<file path="config.mk">
export PLATFORM = sky130hd
export DESIGN_NAME = arith_shift_sequencer_flat
export DESIGN_NICKNAME = d
export VERILOG_FILES = /design/src/rtl/arith_shift_sequencer_if.sv /design/src/rtl/arith_shift_sequencer.sv /design/src/flat_wrapper.sv
export SDC_FILE = /design/constraint.sdc
export NUM_CORES = 1
export LEC_CHECK = 0
export CAP_MARGIN = 20
export CORE_ASPECT_RATIO = 1.5
export CORE_MARGIN = 2
export CORE_UTILIZATION = 30
export DETAILED_ROUTE_END_ITERATION = 8
export SYNTH_ARGS = -nofsm -noshare
export SYNTH_HDL_FRONTEND = slang
export SYNTH_SLANG_ARGS = --single-unit
</file>
<file path="constraint.sdc">
create_clock -name clk -period 4.1 [get_ports clk]
set_input_delay 1.025 -clock clk [delete_from_list [all_inputs] [get_ports clk]]
set_output_delay 1.025 -clock clk [all_outputs]
set_load 0.005 [all_outputs]
</file>
<file path="src/rtl/arith_shift_sequencer_if.sv">
// Start/done handshake and result bus for arith_shift_sequencer.
// master drives the request, slave (the sequencer) returns status and result.
interface arith_shift_sequencer_if #(
   parameter int N     = 8,
   parameter int AMT_W = 4
);
   logic             start;
   logic [1:0]       op;
   logic [AMT_W-1:0] amt;
   logic [N-1:0]     din;
   logic             busy;
   logic             done;
   logic [N-1:0]     dout;
   logic [AMT_W-1:0] count;
   logic             zero;

   modport master (output start, op, amt, din,
                   input  busy, done, dout, count, zero);
   modport slave  (input  start, op, amt, din,
                   output busy, done, dout, count, zero);
endinterface

</file>
<file path="src/rtl/arith_shift_sequencer.sv">
// Multi-cycle SHL/SHR/PASS sequencer taking at most two bit positions per clock.
// Define ARITH_SHIFT_NORMALIZE_EN to make op=10 left-justify the operand (else it is PASS).
module arith_shift_sequencer #(
   parameter int N     = 8,
   parameter int AMT_W = 4
) (
   input  logic                  clk,
   input  logic                  reset,
   arith_shift_sequencer_if.slave bus
);

   localparam logic [1:0] OP_SHL = 2'b00;
   localparam logic [1:0] OP_SHR = 2'b01;
`ifdef ARITH_SHIFT_NORMALIZE_EN
   localparam logic [1:0] OP_NORM = 2'b10;
`endif
   localparam logic [AMT_W-1:0] N_AMT = AMT_W'(N);
   localparam logic [AMT_W-1:0] TWO   = AMT_W'(2);

   typedef enum logic [1:0] {IDLE, SHIFT, DONE} state_t;

   state_t           state;
   logic [N-1:0]     work;
   logic [1:0]       op_r;
   logic [AMT_W-1:0] rem;
   logic [AMT_W-1:0] cnt;
   logic             busy_r, done_r, zero_r;
   logic [N-1:0]     dout_r;
   logic [AMT_W-1:0] count_r;
   logic [AMT_W-1:0] eff_amt;
   logic             is_shift;

   // Amounts of N or more all reduce to "shift everything out".
   assign eff_amt  = (bus.amt >= N_AMT) ? N_AMT : bus.amt;
   assign is_shift = (bus.op == OP_SHL) || (bus.op == OP_SHR);

   function automatic logic [N-1:0] shift_step(input logic [N-1:0] w,
                                               input logic left, input logic two);
      if (left)
         return two ? {w[N-3:0], 2'b00} : {w[N-2:0], 1'b0};
      else
         return two ? {2'b00, w[N-1:2]} : {1'b0, w[N-1:1]};
   endfunction

   always_ff @(posedge clk or posedge reset) begin
      if (reset) begin
         state   <= IDLE;
         work    <= '0;
         op_r    <= '0;
         rem     <= '0;
         cnt     <= '0;
         busy_r  <= 1'b0;
         done_r  <= 1'b0;
         zero_r  <= 1'b0;
         dout_r  <= '0;
         count_r <= '0;
      end else begin
         done_r <= 1'b0;
         case (state)
            IDLE: begin
               if (bus.start) begin
                  work   <= bus.din;
                  op_r   <= bus.op;
                  rem    <= is_shift ? eff_amt : '0;
                  cnt    <= is_shift ? eff_amt : '0;
                  busy_r <= 1'b1;
                  state  <= SHIFT;
               end
            end
            SHIFT: begin
`ifdef ARITH_SHIFT_NORMALIZE_EN
               if (op_r == OP_NORM) begin
                  // A zero operand can never become justified, so finish at once.
                  if (work[N-1] || (work == '0)) begin
                     state   <= DONE;
                     done_r  <= 1'b1;
                     dout_r  <= work;
                     count_r <= cnt;
                     zero_r  <= (work == '0);
                  end else begin
                     work <= {work[N-2:0], 1'b0};
                     cnt  <= cnt + 1'b1;
                  end
               end else
`endif
               if (rem == '0) begin
                  state   <= DONE;
                  done_r  <= 1'b1;
                  dout_r  <= work;
                  count_r <= cnt;
                  zero_r  <= (work == '0);
               end else if (rem >= TWO) begin
                  work <= shift_step(work, op_r == OP_SHL, 1'b1);
                  rem  <= rem - TWO;
               end else begin
                  work <= shift_step(work, op_r == OP_SHL, 1'b0);
                  rem  <= rem - 1'b1;
               end
            end
            DONE: begin
               busy_r <= 1'b0;
               state  <= IDLE;
            end
            default: state <= IDLE;
         endcase
      end
   end

   assign bus.busy  = busy_r;
   assign bus.done  = done_r;
   assign bus.dout  = dout_r;
   assign bus.count = count_r;
   assign bus.zero  = zero_r;

endmodule

</file>
<file path="src/flat_wrapper.sv">
// flat-port wrapper written by rule: the top's interface ports become plain ports
module arith_shift_sequencer_flat 
#(
   parameter int N     = 8,
   parameter int AMT_W = 4
)
  (clk, reset, bus_start, bus_op, bus_amt, bus_din, bus_busy, bus_done, bus_dout, bus_count, bus_zero);
  arith_shift_sequencer_if #(.N(N), .AMT_W(AMT_W)) bus_i ();
  input  logic clk;
  input  logic reset;
  input wire logic [$bits(bus_i.start)-1:0] bus_start;
  input wire logic [$bits(bus_i.op)-1:0] bus_op;
  input wire logic [$bits(bus_i.amt)-1:0] bus_amt;
  input wire logic [$bits(bus_i.din)-1:0] bus_din;
  output wire logic [$bits(bus_i.busy)-1:0] bus_busy;
  output wire logic [$bits(bus_i.done)-1:0] bus_done;
  output wire logic [$bits(bus_i.dout)-1:0] bus_dout;
  output wire logic [$bits(bus_i.count)-1:0] bus_count;
  output wire logic [$bits(bus_i.zero)-1:0] bus_zero;
  assign bus_i.start = bus_start;
  assign bus_i.op = bus_op;
  assign bus_i.amt = bus_amt;
  assign bus_i.din = bus_din;
  assign bus_busy = bus_i.busy;
  assign bus_done = bus_i.done;
  assign bus_dout = bus_i.dout;
  assign bus_count = bus_i.count;
  assign bus_zero = bus_i.zero;
  arith_shift_sequencer #(.N(N), .AMT_W(AMT_W)) u_core (.clk(clk), .reset(reset), .bus(bus_i));
endmodule
</file>
## After elaboration in Yosys (flattened, before gate mapping)

Cells that the tools add are included.

| word-level totals | value |
|---|---|
| register bits | 35 |
| word-level logic and storage cells | 52 |

| operators by class | value |
|---|---|
| add/sub/neg operators | 2 |
| $lt $le $gt $ge | 2 |
| equality and inequality tests | 6 |
| multiplexer cells | 19 |
| reduce and logical (&&, ||, !) cells | 13 |

Operators with widths:

| operator | count |
|---|---|
| two-way mux 8 bit | 5 |
| two-way mux 4 bit | 5 |
| one-hot mux 8 bit (2 select lines) | 1 |
| logical NOT 8 bit | 1 |
| one-hot mux 4 bit (2 select lines) | 1 |
| AND reduction 2 bit | 4 |
| logical NOT 2 bit | 3 |
| == test 2 x 1 -> 1 bit, second input constant | 2 |
| greater-or-equal comparator 4 x 2 -> 1 bit, second input constant | 1 |
| greater-or-equal comparator 4 bit, second input constant | 1 |
| logical NOT 4 bit | 1 |
| two-way mux 2 bit | 2 |
| inequality test 2 bit, second input constant | 2 |
| one-hot mux 2 bit (2 select lines) | 1 |
| nonzero test 2 bit | 2 |
| subtractor 4 x 1 -> 4 bit, second input constant | 1 |
| subtractor 4 x 2 -> 4 bit, second input constant | 1 |
| two-way mux 1 bit | 3 |
| AND reduction 3 bit | 1 |
| == test 2 bit, second input constant | 1 |
| inequality test 2 x 1 -> 1 bit, second input constant | 1 |
| one-hot mux 1 bit (2 select lines) | 1 |
| logical OR 1 bit | 1 |

## Depth between registers and ports, before layout

| logic depth | value |
|---|---|
| word-level depth | 5 |
| gate-level depth with buffers | 8 |

## Worst setup path after synthesis

Ideal clock, no wire load.

| timing | value |
|---|---|
| path type | input -> register |
| from | input port bus_start |
| to | register u_core.rem[3] |
| setup time | 0.129 ns |
| data arrival time | 2.032 ns |
| data required time | 3.971 ns |
| setup slack | 1.939 ns |
| cell stages on the path | 5 |
| path buffers | 1 |
| cell sequence | nor3b_1 -> a21oi_4 -> buf_4 -> o21ai_0 -> o21ai_0 |

| between the ends | value |
|---|---|
| longest elaborated chain between the ends | 2 |

RTL lines:

| element | RTL line | source |
|---|---|---|
| start: declaration | flat_wrapper.sv:11 | `input wire logic [$bits(bus_i.start)-1:0] bus_start;` |
| inequality test 2 bit (no source line) | - |  |
| AND reduction 3 bit (no source line) | - |  |
| end signal: assignment | arith_shift_sequencer.sv:64 | `rem <= is_shift ? eff_amt : '0;` |
| end signal: assignment | arith_shift_sequencer.sv:94 | `rem <= rem - TWO;` |
| end signal: assignment | arith_shift_sequencer.sv:97 | `rem <= rem - 1'b1;` |
| end: declaration | arith_shift_sequencer.sv:25 | `logic [AMT_W-1:0] rem;` |

Every way passes these cells.
A chain may end at the register's enable or synchronous reset.

## Worst setup path in the final report

| timing | value |
|---|---|
| from | input port bus_start |
| to | register u_core.work[4] |

| between the ends | value |
|---|---|
| longest elaborated chain between the ends | 2 |

RTL lines:

| element | RTL line | source |
|---|---|---|
| inequality test 2 bit (no source line) | - |  |
| AND reduction 3 bit (no source line) | - |  |
| end signal: assignment | arith_shift_sequencer.sv:62 | `work <= bus.din;` |
| end signal: assignment | arith_shift_sequencer.sv:93 | `work <= shift_step(work, op_r == OP_SHL, 1'b1);` |
| end signal: assignment | arith_shift_sequencer.sv:96 | `work <= shift_step(work, op_r == OP_SHL, 1'b0);` |
| end: declaration | arith_shift_sequencer.sv:23 | `logic [N-1:0] work;` |

Every way passes these cells.

==> impl_metrics.csv <==
group,metric,value,unit
layout,design_area_final,0.00227,mm²
place,detailed_placer_s_ending_hpwl,2870,µm
grt,grt_start_max_net_pins,36,
clock_network,clock_latency_on_the_worst_skew_pair,0.29,ns
floorplan,boundaryPins,32,
status,status,"complete, no violations",
grt,grt.overflow.total,0,
sta,worstMarginPinSlew,0.785,ns
layout,antenna-diode-count,0,
worst_setup_path,ff2ff_path_depth,7,
clock_network,root_buffer,"clkbuf_8",
worst_setup_path,timing.rr.end,"u_core.work[4]$_DFFE_PP0P_",
sta,finalSetupViolCount,0,
route,drtIter0Drc,67,
power_and_ir_drop,peakVddDrop,194,µV
min_path,timing.hold.worst.class,"reg2reg",
floorplan,core_region_area,0.00574,mm²
route,wire_per_inst,13.4,µm
synth,largest_family_of_logic_cells_by_synthesized_area,"simple AND/OR/NAND/NOR gates",
route,drc_errors,0,
worst_setup_path,r2r-start,"u_core.rem[1]$_DFFE_PP0P_",
synth,yosysWarningCount,0,
min_path,worst_hold_startpoint,"u_core.bus.count[2]$_DFFE_PP0P_",
layout,final_cell_mix,"59 x nand2_1, 35 x dfrtp_1, 31 x clkdlybuf4s50_1, 16 x nor2_1, 11 x o21ai_0",
route,routed_via_density,4.85,
synth,synth_xor_xnor_area_share,0,%
layout,finish.net_count,247,
synth,synth_area_per_cell,9.21,µm²
route,route.antenna.remaining_nets,0,
worst_setup_path,cp.arrival,2.75,ns
min_path,hold-path-endpoint,"u_core.bus.count[2]$_DFFE_PP0P_",
synth,synth.cell_area,0.00177,mm²
place,gp_congestion,0.807,
layout,synthToLayoutAreaGrowth,28.2,%
floorplan,die-area,0.00654,mm²
sta,fmax,394,MHz
synth,synth-edff-count,0,
synth,synth_simple_gate_area_share,23.4,%
clock_network,clk_pin_slew,0.07,ns
route,dr_total_vias,1446,
worst_setup_path,cp_class,"in2reg",
grt,antenna_violations_before_repair,0,
synth,asyncSetResetFlopFracSynth,100,%
sta,setup_total_negative_slack,0,ns
layout,layout.cells.most_common,"nand2_1",
sta,post-route-min-period,2.54,ns
flow_run,max_cap_violations,0,
place,dpl-instance-area,0.00215,mm²
synth,post_synth_inst_count,192,
grt,grt_first_pass_wirelength,6930,µm
floorplan,die_x,66.7,µm
clock_network,htree_num_levels,2,
sta,timing.slew.headroom,47.5,%
sta,maxSlewViolCount,0,
worst_setup_path,timing.critical_path.to_type,"register",
layout,fillerInstances,583,
clock_network,cts.sink_count,35,
worst_setup_path,path_max_fanout,18,
layout,final_layout_size_suffix_gt1_share,7.08,%
grt,first_global_vias,1404,
floorplan,initial_utilization,30.8,%
power_and_ir_drop,power.density,806,mW/mm²
grt,track_usage,13.9,%
layout,multiInputGateArea,821,µm²
synth,most_used_dff_post_synth,"dfrtp_1",
synth,post_synthesis_mux_area_share,6.02,%
route,detail_route.wirelength,4000,µm
power_and_ir_drop,leakagePower,0.00104,µW
synth,synthesized_area_fraction_occupied_by_ao_oa_aoi_and_oai_cells,13.5,%
synth,synth_sequential_area_ratio,49.5,%
synth,post_synth_main_area_contributors,"dfrtp_1 50%, nand2_1 13%, ha_1 3.5%",
clock_network,cts_tree,"built",
sta,rsz0062_at_grt,"false",
clock_network,cts-buffers-inserted,5,
floorplan,std_cell_rows,34,
sta,finClkSkew,0.00511,ns
clock_network,postCtsSetupBuffers,0,
sta,hold_violations,0,
floorplan,die_h,98.0,µm
synth,fraction_of_the_mapped_netlist_area_in_adder_cells,3.54,%
place,io_buffers,31,
sta,final.period_utilization,61.9,%
worst_setup_path,timing.reg2reg.setup_slack,1.95,ns
min_path,min_path_cells,2,
worst_setup_path,critical_path_required,4.31,ns
layout,final_util,39.5,%
synth,post_synth_num_cell_types,35,
synth,synth_top_cell_area_share,49.5,%
worst_setup_path,startpoint_type,"primary input",
clock_network,cts-hold-fix-buffers,0,
layout,ff_latch_area,876,µm²
synth,synth_largest_area_cell,"dfrtp_1",
route,dr.pass1.iters,4,
clock_network,cts-root-to-sink-buffers,2,
clock_network,cts.repair.resized,0,
synth,synth_fp_nets,214,
synth,synth-seq-cells,35,
metal layers:
layer / vias up / global-route usage [%] / wire [µm]
met3: 3 / 2.19 / 96
met5: - / 0 / 0
met1: 696 / 16.9 / 1650
li1: 721 / - / -
met2: 26 / 23.6 / 2210
met4: 0 / 6.44 / 41
worst max-delay path by stage:
stage | from | slack, ns | to | cells past startpoint
after floorplan | bus_start | 1.94 | u_core.rem[3]$_DFFE_PP0P_ | 5
after global placement | bus_start | 1.31 | u_core.work[4]$_DFFE_PP0P_ | 6
after detailed placement | bus_start | 1.24 | u_core.work[4]$_DFFE_PP0P_ | 6
after CTS | bus_start | 1.56 | u_core.work[4]$_DFFE_PP0P_ | 6
after global routing | bus_start | 1.38 | u_core.work[4]$_DFFE_PP0P_ | 6
final | bus_start | 1.56 | u_core.work[4]$_DFFE_PP0P_ | 6
registers in the layout (all words and copies together), names as in the netlist:
register / flops
u_core.bus.busy: 1
u_core.bus.zero: 1
u_core.state: 2
u_core.bus.done: 1
u_core.work: 8
u_core.cnt: 4
u_core.bus.dout: 8
u_core.bus.count: 4
u_core.rem: 4
u_core.op_r: 2
power breakdown:
group / switching [µW] / leakage (µW) / internal (µW)
Combinational: 434 / 0.000533 / 404
Clock: 129 / 0.0000612 / 197
Sequential: 164 / 0.000442 / 499
Total: 728 / 0.00104 / 1100
synth_stat cells (all sizes together) (2+ instances only):
cell type / count
o21ai: 13
a22o: 4
nand2: 59
nand3: 4
a31oi: 2
nor3b: 3
mux4: 3
or3b: 2
inv: 8
a21oi: 10
o311ai: 2
dfrtp: 35
nor2: 16
mux2i: 2
buf: 4
nor4: 3
ha: 5
nand2b: 2
clkbuf: 4
o211ai: 3
kinds of logic (layout without fill, tap and decap cells):
logic type | after synthesis | in the layout
AO/OA/AOI/OAI | 37 | 37
buffers and inverters | 16 | 50
adder cells (fa/ha/maj) | 5 | 5
AND/OR/NAND/NOR | 93 | 93
multiplexers | 6 | 6
flip-flops | 35 | 35
through the flow:
step / worst slack [ns] / total power (µW) / hold slack [ns] / instances
floorplan: 1.94 / 1230 / 0.439 / 192
global route: 1.38 / 2000 / 0.493 / 298
global placement: 1.31 / 1500 / 0.450 / 290
detailed placement: 1.24 / 1520 / 0.463 / 290
finish: 1.56 / 1830 / 0.474 / 298
CTS: 1.56 / 1850 / 0.481 / 298
final cells by class:
| cell class | count | share of cell area, % |
|---|---|---|
| Clock buffer | 6 | 3.64 |
| Clock inverter | 2 | 1.55 |
| Inverter | 8 | 1.32 |
| Multi-Input combinational cell | 141 | 36.2 |
| Sequential cell | 35 | 38.6 |
| Tap cell | 72 | 3.97 |
| Timing Repair Buffer | 34 | 14.7 |
worst max-delay path, cell delays in order:
cell and delay [ns]:
clkdlybuf4s50_1 0.49, nor3b_1 0.59, a21oi_4 0.19, inv_1 0.19, o21ai_0 0.10, o21ai_0 0.15
No activity file was read; power rests on OpenSTA's default activity.
